===== src/rtl/pixel_fetch_ctrl_pkg.sv =====
// Shared types for the Sobel pixel fetch path.
// Window-shift directions and the fetch controller state encoding.
package sobel_pkg;

    typedef enum logic [1:0] {
        DIR_NONE  = 2'b00,
        DIR_RIGHT = 2'b01,
        DIR_LEFT  = 2'b10,
        DIR_DOWN  = 2'b11
    } dir_t;

    typedef enum logic [2:0] {
        IDLE,
        CLEAR,
        REQ,
        WAIT,
        PUSH,
        SHIFT,
        PRESENT,
        DONE
    } state_t;

    localparam logic [3:0] FILL_LAST = 4'd8;
    localparam logic [3:0] EDGE_LAST = 4'd2;

endpackage


===== src/rtl/pixel_fetch_ctrl_scan_position_counter.sv =====
// Window center tracker for the serpentine frame scan.
// Reports the next move and whether the current window is the last one.
module scan_position_counter
    import sobel_pkg::*;
#(
    parameter int IMG_W = 8,
    parameter int IMG_H = 8
) (
    input  logic                       clk,
    input  logic                       rst,
    input  logic                       init,
    input  logic                       step,
    output logic [$clog2(IMG_H)-1:0]   row,
    output logic [$clog2(IMG_W)-1:0]   col,
    output dir_t                       move,
    output logic                       last
);

    localparam int CW = $clog2(IMG_W);
    localparam int RW = $clog2(IMG_H);

    logic go_right;
    logic at_end;

    // A one-column-wide scan is always at a row end, so it only moves down.
    assign at_end = go_right ? (col == CW'(IMG_W - 2))
                             : (col == CW'(1));

    assign move = at_end ? DIR_DOWN
                         : (go_right ? DIR_RIGHT : DIR_LEFT);

    assign last = at_end && (row == RW'(IMG_H - 2));

    always_ff @(posedge clk or posedge rst) begin
        if (rst) begin
            row      <= RW'(1);
            col      <= CW'(1);
            go_right <= 1'b1;
        end else if (init) begin
            row      <= RW'(1);
            col      <= CW'(1);
            go_right <= 1'b1;
        end else if (step) begin
            unique case (move)
                DIR_RIGHT: col <= col + CW'(1);
                DIR_LEFT:  col <= col - CW'(1);
                DIR_DOWN: begin
                    row      <= row + RW'(1);
                    go_right <= !go_right;
                end
                default: ;
            endcase
        end
    end

endmodule


===== src/rtl/pixel_fetch_ctrl.sv =====
// Fetches 3x3 Sobel windows from pixel memory in a serpentine scan,
// loading the window buffer one pixel per read and one edge per shift.
module pixel_fetch_ctrl
    import sobel_pkg::*;
#(
    parameter int IMG_W  = 8,
    parameter int IMG_H  = 8,
    parameter int ADDR_W = $clog2(IMG_W * IMG_H)
) (
    input  logic              clk,
    input  logic              rst,
    input  logic              start,
    output logic              mem_ren,
    output logic [ADDR_W-1:0] mem_addr,
    input  logic              mem_rvalid,
    input  logic [7:0]        mem_rdata,
    output logic              start_shift,
    output logic              start_read,
    output logic [1:0]        shift_direc,
    output logic [7:0]        data_r,
    output logic              win_valid,
    input  logic              win_ack,
    output logic              busy,
    output logic              frame_done
);

    localparam int CW = $clog2(IMG_W);
    localparam int RW = $clog2(IMG_H);

    state_t state;
    state_t state_nx;
    dir_t   mv_dir;

    logic [3:0]    k;
    logic [3:0]    k_src;
    logic [3:0]    kd;
    logic [3:0]    km;
    logic [3:0]    last_k;
    logic [RW-1:0] row;
    logic [CW-1:0] col;
    dir_t          move;
    logic          last;
    logic          pos_init;
    logic          pos_step;
    logic [31:0]   ra;
    logic [31:0]   ca;
    logic [31:0]   addr_full;

    assign pos_init = (state == IDLE) && start;
    assign pos_step = (state == PRESENT) && win_ack && !last;
    assign last_k   = (mv_dir == DIR_NONE) ? FILL_LAST : EDGE_LAST;

    scan_position_counter #(
        .IMG_W (IMG_W),
        .IMG_H (IMG_H)
    ) u_pos (
        .clk  (clk),
        .rst  (rst),
        .init (pos_init),
        .step (pos_step),
        .row  (row),
        .col  (col),
        .move (move),
        .last (last)
    );

    always_comb begin
        state_nx = state;
        unique case (state)
            IDLE:    if (start) state_nx = CLEAR;
            CLEAR:   state_nx = REQ;
            REQ:     state_nx = WAIT;
            WAIT:    if (mem_rvalid) state_nx = PUSH;
            PUSH:    state_nx = (k == last_k) ? PRESENT : REQ;
            SHIFT:   state_nx = REQ;
            PRESENT: if (win_ack) state_nx = last ? DONE : SHIFT;
            DONE:    state_nx = IDLE;
            default: state_nx = IDLE;
        endcase
    end

    assign mem_ren     = (state == REQ);
    assign start_read  = (state == PUSH);
    assign start_shift = (state == CLEAR) || (state == SHIFT);
    assign shift_direc = (state == SHIFT) ? mv_dir : DIR_NONE;
    assign win_valid   = (state == PRESENT);
    assign frame_done  = (state == DONE);
    assign busy        = (state != IDLE) && (state != DONE);

    // Fetch index for the read about to be issued; the center has already
    // moved by the time SHIFT runs, so edges are relative to the new center.
    always_comb begin
        k_src = (state == PUSH) ? (k + 4'd1) : 4'd0;
        kd    = k_src / 4'd3;
        km    = k_src % 4'd3;
        ra    = '0;
        ca    = '0;
        unique case (mv_dir)
            DIR_NONE: begin
                ra = 32'(row) - 32'd1 + 32'(kd);
                ca = 32'(col) - 32'd1 + 32'(km);
            end
            DIR_RIGHT: begin
                ra = 32'(row) - 32'd1 + 32'(k_src);
                ca = 32'(col) + 32'd1;
            end
            DIR_LEFT: begin
                ra = 32'(row) - 32'd1 + 32'(k_src);
                ca = 32'(col) - 32'd1;
            end
            DIR_DOWN: begin
                ra = 32'(row) + 32'd1;
                ca = 32'(col) - 32'd1 + 32'(k_src);
            end
            default: ;
        endcase
        addr_full = ra * 32'(IMG_W) + ca;
    end

    always_ff @(posedge clk or posedge rst) begin
        if (rst) begin
            state    <= IDLE;
            mv_dir   <= DIR_NONE;
            k        <= 4'd0;
            mem_addr <= '0;
            data_r   <= 8'd0;
        end else begin
            state <= state_nx;
            if (pos_init)
                mv_dir <= DIR_NONE;
            else if (pos_step)
                mv_dir <= move;
            if ((state == CLEAR) || (state == SHIFT))
                k <= 4'd0;
            else if (state == PUSH)
                k <= k + 4'd1;
            if (state_nx == REQ)
                mem_addr <= ADDR_W'(addr_full);
            if ((state == WAIT) && mem_rvalid)
                data_r <= mem_rdata;
        end
    end

endmodule


===== config.mk =====
export PLATFORM = sky130hd
export DESIGN_NAME = pixel_fetch_ctrl
export DESIGN_NICKNAME = d
export VERILOG_FILES = /design/src/rtl/pixel_fetch_ctrl_pkg.sv /design/src/rtl/pixel_fetch_ctrl_scan_position_counter.sv /design/src/rtl/pixel_fetch_ctrl.sv
export SDC_FILE = /design/constraint.sdc
export NUM_CORES = 1
export LEC_CHECK = 0
export CAP_MARGIN = 25
export CORE_MARGIN = 5
export CORE_UTILIZATION = 45
export DETAILED_ROUTE_END_ITERATION = 7
export GPL_TIMING_DRIVEN = 0
export PLACE_DENSITY = 0.67
export SKIP_CTS_REPAIR_TIMING = 1
export SLEW_MARGIN = 20
export SYNTH_ARGS = -nofsm -noshare
export SYNTH_HDL_FRONTEND = slang
export SYNTH_SLANG_ARGS = --single-unit

===== constraint.sdc =====
create_clock -name clk -period 6.5 [get_ports clk]
set_input_delay 0.975 -clock clk [delete_from_list [all_inputs] [get_ports clk]]
set_output_delay 0.975 -clock clk [all_outputs]
set_load 0.01 [all_outputs]

Word level (Yosys, flattened, before mapping) --
Index checks and enable logic that the tools add are counted.
Storage, ports and cells: input bits 13, register bits 30, logic and storage cells 89, output and inout port bits 22
Operators by class: divide/modulo/power cells 2, reductions and logical operators 20, add/sub/neg operators 13, muxes and demuxes 27, eq/ne operators 19
Operators with widths (number):
- $mux W3 | 9
- $pmux W6 S4 | 1
- $pmux W3 S7 | 1
- $eq A3 B3 Y1 const B | 6
- $mux W4 | 4
- $mux W2 | 6
- $add A3 B1 Y3 const B | 3
- $eq A3 B2 Y1 const B | 3
- $pmux W3 S3 | 1
- $eq A2 B2 Y1 const B | 4
- $add A3 B3 Y3 | 2
- $add A4 B5 Y6 | 1
- $add A6 B4 Y6 | 1
- $add A6 B6 Y6 | 1
- $eq A3 B1 Y1 const B | 2
- $logic_and A1 B1 Y1 | 6
- $pmux W3 S2 | 1
- $reduce_bool A2 Y1 | 3
- $reduce_bool A3 Y1 | 2
- $sub A3 B1 Y3 const B | 2
- $add A3 B1 Y4 const B | 1
- $add A4 B1 Y4 const B | 1
- $div A4 B2 Y4 const B | 1
- $eq A2 B1 Y1 const B | 2
- 11 further kinds | 17

Logic depth before layout (Yosys ltp) --
depth after elaboration 7, mapped depth 24

Cells and area by module --
A second synthesis with hierarchy kept.
Second synthesis, totals: cells, all modules 300, area total of the unflattened synthesis 2842.7 um^2
By module, submodules not included:
- pixel_fetch_ctrl | cells an instance 253, times used 1, area an instance 2341.0 um^2, sequential area each 575.6 um^2
- scan_position_counter | cells an instance 47, times used 1, area an instance 501.7 um^2, sequential area each 178.9 um^2

Least setup slack after synthesis --
No wires, ideal clock.
path kind register to register, start register state[0], end register mem_addr[5], cell stages (with the launch flop) 23, library setup time 132 ps, path slack 1765 ps, arrival time 4603 ps, buffers on the path 2, cells stage by stage dfrtp_1 > buf_6 > or3b_4 > buf_6 > nor2_1 > ha_1 > inv_1 > nand3_1 > a21oi_1 > nor2_1 > ha_1 > inv_1 > o211ai_2 > mux2_4 > fa_1 > a21o_1 > a21oi_1 > xnor2_1 > a21oi_1 > fa_1 > nand4_1 > o2bb2ai_1 > or3b_1
On the way: cells in the longest elaborated chain, start to end 6, elaborated cells between the ends (all ways) 24
Ends and longest elaborated chain:
- start: declaration | RTL line pixel_fetch_ctrl.sv:30 | state_t state;
- start signal: assignment | RTL line pixel_fetch_ctrl.sv:128 | state <= state_nx;
- $eq A3 B3 Y1 | RTL line pixel_fetch_ctrl.sv:69, pixel_fetch_ctrl.sv:93
- $mux W4 | RTL line pixel_fetch_ctrl.sv:93 | k_src = (state == PUSH) ? (k + 4'd1) : 4'd0;
- $mod A4 B2 Y4 or $div A4 B2 Y4 (tied branches) | RTL line pixel_fetch_ctrl.sv:95, pixel_fetch_ctrl.sv:94
- $add A6 B4 Y6 or $add A3 B3 Y3 (tied branches) | RTL line pixel_fetch_ctrl.sv:101, pixel_fetch_ctrl.sv:100
- $pmux W6 S4 or $pmux W3 S3 (tied branches) | RTL line pixel_fetch_ctrl.sv:98 | unique case (mv_dir)
- $add A6 B6 Y6 | RTL line pixel_fetch_ctrl.sv:117 | addr_full = ra * 32'(IMG_W) + ca;
- end signal: assignment | RTL line pixel_fetch_ctrl.sv:138 | mem_addr <= ADDR_W'(addr_full);
- end: declaration | RTL line pixel_fetch_ctrl.sv:14 | output logic [ADDR_W-1:0] mem_addr,
Several ways; a longest one is shown, not always the timed one. A chain may end at the register's enable or synchronous reset.

Final worst setup path --
Ends and elaborated chain as after synthesis.

==> out/qor_table.md <==
| Result | Value |
|:---|:---|
| Post-route DRC violation count | 0 |
| Antenna viol nets, final | 0 |
| Number of pins with negative max-slew slack in the final report | 0 |
| Area of the multi-input gates | 0.00192 mm2 |
| Insertion delay of the later-clocked pin in the worst-skew pair | 0.28 ns |
| Maximum operating frequency | 0.188 GHz |
| Weighted congestion at the end of routability-driven global placement | 0.919 |
| Final hold violation count | 0 |
| Via count normalized by instance count | 5.45 |
| Transition time at the pin with the least slew margin | 0.678 ns |
| Met1 wire length | 3.15 mm |
| Async set-or-reset flop fraction in the synthesized netlist | 100% |
| Leading cell type in the layout, fill and taps excluded | nand2_1 |
| Total length of routed met2 wires | 3.04 mm |
| Headroom to the max-slew limit | 54.7% |
| Antenna cell count | 0 |
| Starting Density | 45.9% |
| CTS tree | yes |
| Post-synthesis instance total | 320 |
| Wire length of the first global-routing pass | 11.5 mm |
| Number of max-capacitance violations reported | 0 |
| Number of antenna violations at the first check in global routing | 0 |
| Die extent in x | 90.1 um |
| Number of endpoints failing setup at the final stage | 0 |
| Layout cell share with drive strength beyond 1 | 13.8% |
| Total die area | 0.00811 mm2 |
| Root Buffer | clkbuf_8 |
| Crit-path max FO | 10 |
| Type of origin of the critical path | flip-flop |
| Ratio of final minimum period to clock period | 81.9% |
| Pin count of the biggest net entering global routing | 31 |
| Summed instance area of the synthesized netlist | 0.00288 mm2 |
| Share of the yosys chip area belonging to registers | 26.2% |
| Critical path required time | 6.66 ns |
| Time the final worst path needs with I/O delays and setup | 5.32 ns |
| Final standard cell count with taps included and fillers excluded | 439 |
| Routed length per placed instance | 14.9 um |
| YS warnings | 0 |
| First drt pass iteration count | 4 |
| Number of global-route vias before repair | 2,394 |
| Boundary pin count | 35 |
| Total gr overflow | 0 |
| Capturing element type of the critical path | flip-flop |
| Maximum vdd drop | 0.264 mV |
| H-tree level count | 2 |
| Core occupancy in the finished layout | 54.3% |
| Dpl hpwl | 5.13 mm |
| Count of flip-flops with a built-in enable after synthesis | 0 |
| Sink count of the clock tree | 30 |
| Power density of the placed cells | 384 mW/mm2 |
| Final net count | 406 |
| Run status | finished, final reports clean |
| Average instance area after synthesis | 9.01 um2 |
| CTS buffer count | 5 |
| Total non-filler cell area in the finished layout | 0.00341 mm2 |
| Highest metal used | met4 |
| Maximum number of buffers from clock root to sink | 2 |
| Placement-stage cell area | 0.00332 mm2 |
| Fill cell total of the finished layout | 597 |
| Height of the chip | 90.1 um |
| Total nets after synthesis | 365 |
| P_leak | 1.58 nW |
| Flip-flop and latch count after synthesis | 30 |
| Port Buffer Count | 34 |
| RSZ-0062 raised after global routing | no |
| Arrival time of the worst setup path | 5.49 ns |
| Core region area | 0.00628 mm2 |
| Number of instances in the placed design | 431 |
| FP Rows | 29 |
| Final Skew | 0.0101 ns |
| Via count of the routed design | 2,393 |
| Clock transition at the register clock pins on the worst setup and hold paths after CTS | 0.07 ns |
| WL final | 6.56 mm |
| Dominant synthesized flop cell | dfrtp_1 |
| P&R area growth vs syn | 18.3% |
| Total track usage | 16.9% |
| Commonest non-fill, non-tap cells in the layout | nand2_1 (46), clkdlybuf4s50_1 (34), ha_1 (27), dfrtp_1 (27), a21oi_1 (25) |
| Starting DRC count in detailed routing | 101 |
| Setup TNS | 0 ns |
| Sequential cell area in the final layout | 754 um2 |
| Worst Setup Path Type | reg2reg |
| Post-synthesis cell type count | 73 |
| Type of the most critical hold path | reg2reg |
| Met3 wire length | 264 um |
-- worst paths after layout --
kind	slack, ns	start	cells after the start	endpoint
max	1.18	state[0]	22	mem_addr[5]
min	0.48	mem_addr[1]	2	mem_addr[1]
max reg2reg	1.18	state[0]	22	mem_addr[5]
min reg2reg	0.48	mem_addr[1]	2	mem_addr[1]
max in group asynchronous	4.95	rst	2	u_pos.row[1]
min in group asynchronous	1.12	rst	2	k[0]
-- critical path, stage by stage (launching register included) --
cell and delay [ns]:
dfrtp_1 0.38, buf_6 0.14, or3b_4 0.41, buf_6 0.16, nor2_1 0.49, ha_1 0.39
inv_1 0.12, nand3_1 0.08, a21oi_1 0.10, nor2_1 0.14, ha_1 0.23, inv_1 0.06
o211ai_2 0.10, mux2_4 0.35, fa_1 0.45, a21o_1 0.17, a21oi_1 0.16, xnor2_1 0.13
a21oi_1 0.10, fa_1 0.46, nand4_1 0.13, o2bb2ai_1 0.07, or3b_1 0.37
-- power by group --
part | switching, W | internal [W] | total (W)
logic | 0.000460 | 0.000366 | 0.000825
registers | 0.0000616 | 0.000264 | 0.000325
clock network | 0.0000714 | 0.0000863 | 0.000158
total | 0.000592 | 0.000716 | 0.00131
-- layer usage --
layer / GRT usage (%) / vias up
li1: - / 1209
met1: 23.4 / 1131
met2: 27.1 / 42
met3: 2.84 / 11
met4: 4.96 / 0
met5: 0 / -
-- stage by stage --
step / hold WS, ns / power (W) / setup WS, ns
final: 0.480 / 0.00131 / 1.18
after CTS: 0.484 / 0.00132 / 1.11
after global routing: 0.510 / 0.00144 / 0.807
after floorplan: 0.512 / 0.000884 / 1.77
after global placement: 0.461 / 0.00114 / 1.23
after detailed placement: 0.465 / 0.00115 / 1.12
-- area by class of cell --
cell class	count	area share (%)
multi-input cells	251	56.4
clock buffers	8	2.64
well taps	77	2.82
repair buffers	34	9.98
flip-flops and latches	30	22.1
plain buffers	13	3.12
inverters	26	2.90
-- kinds of logic after synthesis --
kind of cell | after synthesis | synth area share [%]
AOI/OAI and AO/OA | 81 | 20.5
xor gates and xnor gates | 22 | 8.07
adders and majority gates | 32 | 15.2
buffers and inverters | 39 | 7.11
DFF | 30 | 26.2
muxes | 9 | 3.51
and+or+nand+nor | 107 | 19.4
-- flip-flops by register name (all words and copies together), names as in the netlist --
| name | flops |
|---|---|
| data_r | 8 |
| mem_addr | 6 |
| k | 4 |
| state | 3 |
| u_pos.col | 3 |
| u_pos.row | 3 |
| mv_dir | 2 |
| u_pos.go_right | 1 |
-- synth_stat cells, types with 3 or more instances --
cell,n,share of area [%]
dfrtp_1,27,23
nor3_1,3,0.52
fa_1,5,3.5
xor2_1,9,2.7
nand3_1,3,0.52
nand2_1,46,6.0
mux2i_1,3,1.0
dfstp_2,3,2.7
nor2_1,19,2.5
a21oi_1,25,4.3
inv_1,24,3.1
o21ai_0,13,2.3
a21o_1,4,1.0
xnor2_1,10,3.0
or2_2,3,0.65
nor2b_1,3,0.65
buf_6,5,2.0
a211oi_1,7,1.8
nand3b_1,3,0.78
clkbuf_1,3,0.39
and3_1,5,1.1
ha_1,27,12
mux2_2,5,2.0
No activity file was read; power rests on OpenSTA's default activity.
